### src/rtl/output_controller.sv
// UART transmit path: print bytes are queued in a circular FIFO and sent as 8N1 frames on txd.
// Latency: a byte written at edge N can be popped at edge N+1; txd drops for the start bit right after the pop.
// Backpressure: stall = print & full, combinational; the core holds print/WriteData until stall drops.
module output_controller #(
  parameter int CLK_PER_HALF_BIT = 5208,
  parameter int DEPTH            = 256
) (
  input  logic       clk,
  input  logic       reset,
  input  logic       tx_en,
  input  logic       print,
  input  logic [7:0] WriteData,
  output logic       stall,
  output logic       idle,
  output logic       txd
);

  localparam int AW = $clog2(DEPTH);
  localparam int BW = $clog2(2 * CLK_PER_HALF_BIT);
  localparam logic [BW-1:0] BAUD_TOP = BW'(2 * CLK_PER_HALF_BIT - 1);
  localparam logic [AW:0]   FULL_CNT = (AW + 1)'(DEPTH);

  typedef enum logic [1:0] {S_IDLE, S_START, S_DATA, S_STOP} state_t;

  logic [7:0]    mem_q [DEPTH];
  logic [AW-1:0] wptr_q, rptr_q;
  logic [AW:0]   count_q;

  state_t        state_q, state_d;
  logic [7:0]    shift_q, shift_d;
  logic [2:0]    bit_q, bit_d;
  logic [BW-1:0] baud_q, baud_d;
  logic          txd_q, txd_d;

  logic full, empty, push, pop, tick;

  // full is taken from the count at cycle start, so a same-cycle pop never un-stalls a print
  assign full  = (count_q == FULL_CNT);
  assign empty = (count_q == '0);
  assign stall = print & full;
  assign push  = print & ~full;
  assign pop   = (state_q == S_IDLE) & ~empty & tx_en;
  assign tick  = (baud_q == BAUD_TOP);
  assign txd   = txd_q;

  // FIFO storage; contents need no reset because count gates every read
  always_ff @(posedge clk) begin
    if (push) mem_q[wptr_q] <= WriteData;
  end

  // FIFO pointers and occupancy; pointers wrap naturally at DEPTH
  always_ff @(posedge clk or negedge reset) begin
    if (!reset) begin
      wptr_q  <= '0;
      rptr_q  <= '0;
      count_q <= '0;
    end else begin
      if (push) wptr_q <= wptr_q + AW'(1);
      if (pop)  rptr_q <= rptr_q + AW'(1);
      case ({push, pop})
        2'b10:   count_q <= count_q + (AW + 1)'(1);
        2'b01:   count_q <= count_q - (AW + 1)'(1);
        default: count_q <= count_q;
      endcase
    end
  end

  // transmitter state register with its datapath and the registered line output
  always_ff @(posedge clk or negedge reset) begin
    if (!reset) begin
      state_q <= S_IDLE;
      shift_q <= '0;
      bit_q   <= '0;
      baud_q  <= '0;
      txd_q   <= 1'b1;
    end else begin
      state_q <= state_d;
      shift_q <= shift_d;
      bit_q   <= bit_d;
      baud_q  <= baud_d;
      txd_q   <= txd_d;
    end
  end

  // next-state: walk START, eight DATA bits and STOP, one bit period each
  always_comb begin
    state_d = state_q;
    shift_d = shift_q;
    bit_d   = bit_q;
    baud_d  = tick ? '0 : baud_q + BW'(1);
    case (state_q)
      S_IDLE: begin
        // baud counter parked at zero so START gets a full bit period
        baud_d = '0;
        if (pop) begin
          state_d = S_START;
          shift_d = mem_q[rptr_q];
        end
      end
      S_START: begin
        if (tick) begin
          state_d = S_DATA;
          bit_d   = 3'd0;
        end
      end
      S_DATA: begin
        if (tick) begin
          shift_d = {1'b0, shift_q[7:1]};
          if (bit_q == 3'd7) state_d = S_STOP;
          else               bit_d   = bit_q + 3'd1;
        end
      end
      S_STOP: begin
        if (tick) state_d = S_IDLE;
      end
      default: state_d = S_IDLE;
    endcase
  end

  // outputs: txd is registered from the next state so the line changes on the transition edge
  always_comb begin
    txd_d = 1'b1;
    case (state_d)
      S_START: txd_d = 1'b0;
      S_DATA:  txd_d = shift_d[0];
      default: txd_d = 1'b1;
    endcase
    idle = empty & (state_q == S_IDLE);
  end

endmodule

### config.mk
export PLATFORM = sky130hd
export DESIGN_NAME = output_controller
export DESIGN_NICKNAME = d
export VERILOG_FILES = /design/src/rtl/output_controller.sv
export SDC_FILE = /design/constraint.sdc
export NUM_CORES = 2
export LEC_CHECK = 0
export CORE_MARGIN = 2
export CORE_UTILIZATION = 55
export DETAILED_ROUTE_END_ITERATION = 16
export MAX_ROUTING_LAYER = met4
export PLACE_DENSITY = 0.7
export SLEW_MARGIN = 40
export SYNTH_ARGS = -nofsm -noshare
export SYNTH_HDL_FRONTEND = slang
export SYNTH_SLANG_ARGS = --single-unit
### constraint.sdc
create_clock -name clk -period 5.64 [get_ports clk]
set_clock_uncertainty 0.05 [all_clocks]
set_input_delay 0.846 -clock clk [delete_from_list [all_inputs] [get_ports clk]]
set_output_delay 0.846 -clock clk [all_outputs]
set_load 0.02 [all_outputs]
==> out/metrics.yaml <==
syn-instance-count: 3876
antenna_found_initial: 2
vias_per_cell: 6.683
path_cells: "or4_1 > o31a_1 > nand2_1 > inv_1 > buf_4 > ha_1 > xor2_1 > ha_1 > and3b_1 > o21ai_0 > a21oi_1 > o21a_1 > o21ai_0 > or3b_2 > xnor2_1"
die_h_um: 390.8
synth_edf_count: 2048
cts_tree: "done"
clk_path_buf_depth: 3
die_x_um: 390.8
antenna_left: 0
pre_cts_ws_ns: 0.6126
post-route-period-util_pct: 77.32
setup_ws_ns: 1.279
area_growth_pct: 11.55
hp-start: "WriteData[1]"
fillers: 9993
fin_crit_ns: 4.361
final_common_cell: "edfxtp_1"
r2r-start: "count_q[3]$_DFFE_PN0P_"
async_flop_share_pct: 2.523
dp_cells: 5723
final_nets: 4023
firstDrtPassIters: 7
regArea_um2: 62840
leakage_nw: 28.51
clock_latency_ns: 0.85
avgSynthCellArea_um2: 21.23
stdcell_count: 6105
grt_max_degree: 155
grt_usage_pct: 28.47
finalSetupTns_ns: 0
place_area_um2: 85070
final_util_pct: 61.95
status: "finished clean"
vias: 40797
synth-seq-cells: 2101
num_rows: 141
seq_area_frac_synth_pct: 76.34
slowest_delay_ns: 0.58
setup_viol: 0
grt_pass1_vias: 40275
die-area_um2: 152700
slew_headroom_pct: 35.01
detailedPlacementHpwl_um: 125900
initial_core_util_pct: 55.54
drcViolationCount: 0
worst-setup-path-type: "reg -> reg"
slew_violations: 0
io_pins: 15
hold_ws_ns: 0.3024
synth.cell_area_um2: 82300
io_buffers: 14
drive_gt1_share_pct: 25.61
cts.clk_slew.worst_paths_ns: 0.07
fmax_mhz: 229.3
cap_violations: 0
grt_remaining_overflow: 0
drt_wl_total_um: 207500
dr.first_iter.drc_count: 5635
synthDistinctLibCells: 66
htree_levels: 4
critPathMaxFanout: 15
vdd_drop_max_mv: 0.3668
cts_buffers: 199
cts.repair.resized: 0
finalPower_mw: 35.27
stdcell_area_um2: 91810
startpoint: "count_q[3]$_DFFE_PN0P_"
hold_viol: 0
layout_common_cells: "edfxtp_1, mux4_2, nor2_1, clkbuf_16, nand2_1"
wire_per_inst_um: 34.00
crit_path_start_kind: "flip-flop"
fp.coreArea_um2: 148200
critPathCaptureType: "flip-flop"
root_buffer: "clkbuf_16"
multi_input_area_um2: 18400
tightest_slew_ns: 0.9647
cp_slowest_cell: "or4_1"
synth_nets: 3900
synth_warnings: 0
synthFlopType: "edfxtp_1"
grt_setup_unrepaired: "false"
worst_ep_arrival_time_ns: 5.03
cp.required_ns: 6.31
grt_pass1_wl_um: 297600
power_density_nw_per_um2: 384.2
globalplace.congestion: 0.9213
hp-class: "in -> reg"
numClockSinks: 2101
power by group:
| part | total, mW | switching (mW) | internal [mW] |
|---|---|---|---|
| Sequential | 17.6 | 0.226 | 17.4 |
| Combinational | 4.37 | 2.56 | 1.80 |
| Clock | 13.3 | 5.80 | 7.53 |
flip-flops by register name, summed over array words and instances, names as in the netlist:
name	cells
rptr_q	8
txd	1
wptr_q	8
bit_q	3
state_q	2
mem_q	2048
count_q	9
baud_q	14
shift_q	8
worst max-delay path, delay by kind of cell (launching register included):
family                   cells  cell delay, ns
AO/OA/AOI/OAI                5            1.12
XOR/XNOR                     2            0.38
adder cells (fa/ha/maj)      2            0.62
buffers and inverters        2            0.25
flip-flops                   1            0.47
AND/OR/NAND/NOR              4            1.36
repair_timing:
action	in CTS	in global routing
endpoints found under the hold margin	0	25
setup endpoints to repair	0	0
hold buffers	0	1
setup buffers	0	0
metal layers:
metal / global-route usage (%) / part of all wire, %
met5: - / 0
met4: 8.922 / 3.4
met1: 39.71 / 39
met3: 5.635 / 10
met2: 43.12 / 48
area by class of cell:
cell class              count  share of cell area [%]
flip-flops and latches   2101                   68.45
inverters                  16                 0.06814
repair buffers            145                   1.728
diodes                      4                 0.01090
multi-input cells        1536                   20.04
clock buffers             260                   5.809
well taps                1930                   2.630
clock inverters           113                   1.258
cells by family after synthesis:
logic type	share of synthesized area, %
simple gates	3.136
mux	16.36
buf+inv	1.545
compound gates	2.048
flops	76.34
xor+xnor	0.3938
fa+ha+maj	0.1824
synth_stat cells, types with 28 or more instances:
cell type	n	share of area [%]
dfrtp_1	52	1.6
a22oi_1	30	0.27
nand2_1	116	0.53
nor2b_1	28	0.21
buf_4	30	0.27
buf_2	45	0.27
clkbuf_1	111	0.51
mux2i_1	96	1.2
nor2_1	321	1.5
a21oi_1	33	0.20
o21ai_0	38	0.23
mux4_2	545	15
edfxtp_1	2048	75
worst paths after layout:
kind / endpoint / slack (ns) / cells past startpoint
max: count_q[8]$_DFFE_PN0P_ / 1.28 / 15
min: mem_q[120][1]$_DFFE_PP_ / 0.30 / 1
max reg2reg: count_q[8]$_DFFE_PN0P_ / 1.28 / 15
min reg2reg: baud_q[0]$_DFF_PN0_ / 0.44 / 1
max in group asynchronous: rptr_q[0]$_DFFE_PN0P_ / 4.48 / 4
min in group asynchronous: count_q[3]$_DFFE_PN0P_ / 0.52 / 3
Note: power is estimated with default switching activity, not from simulation.
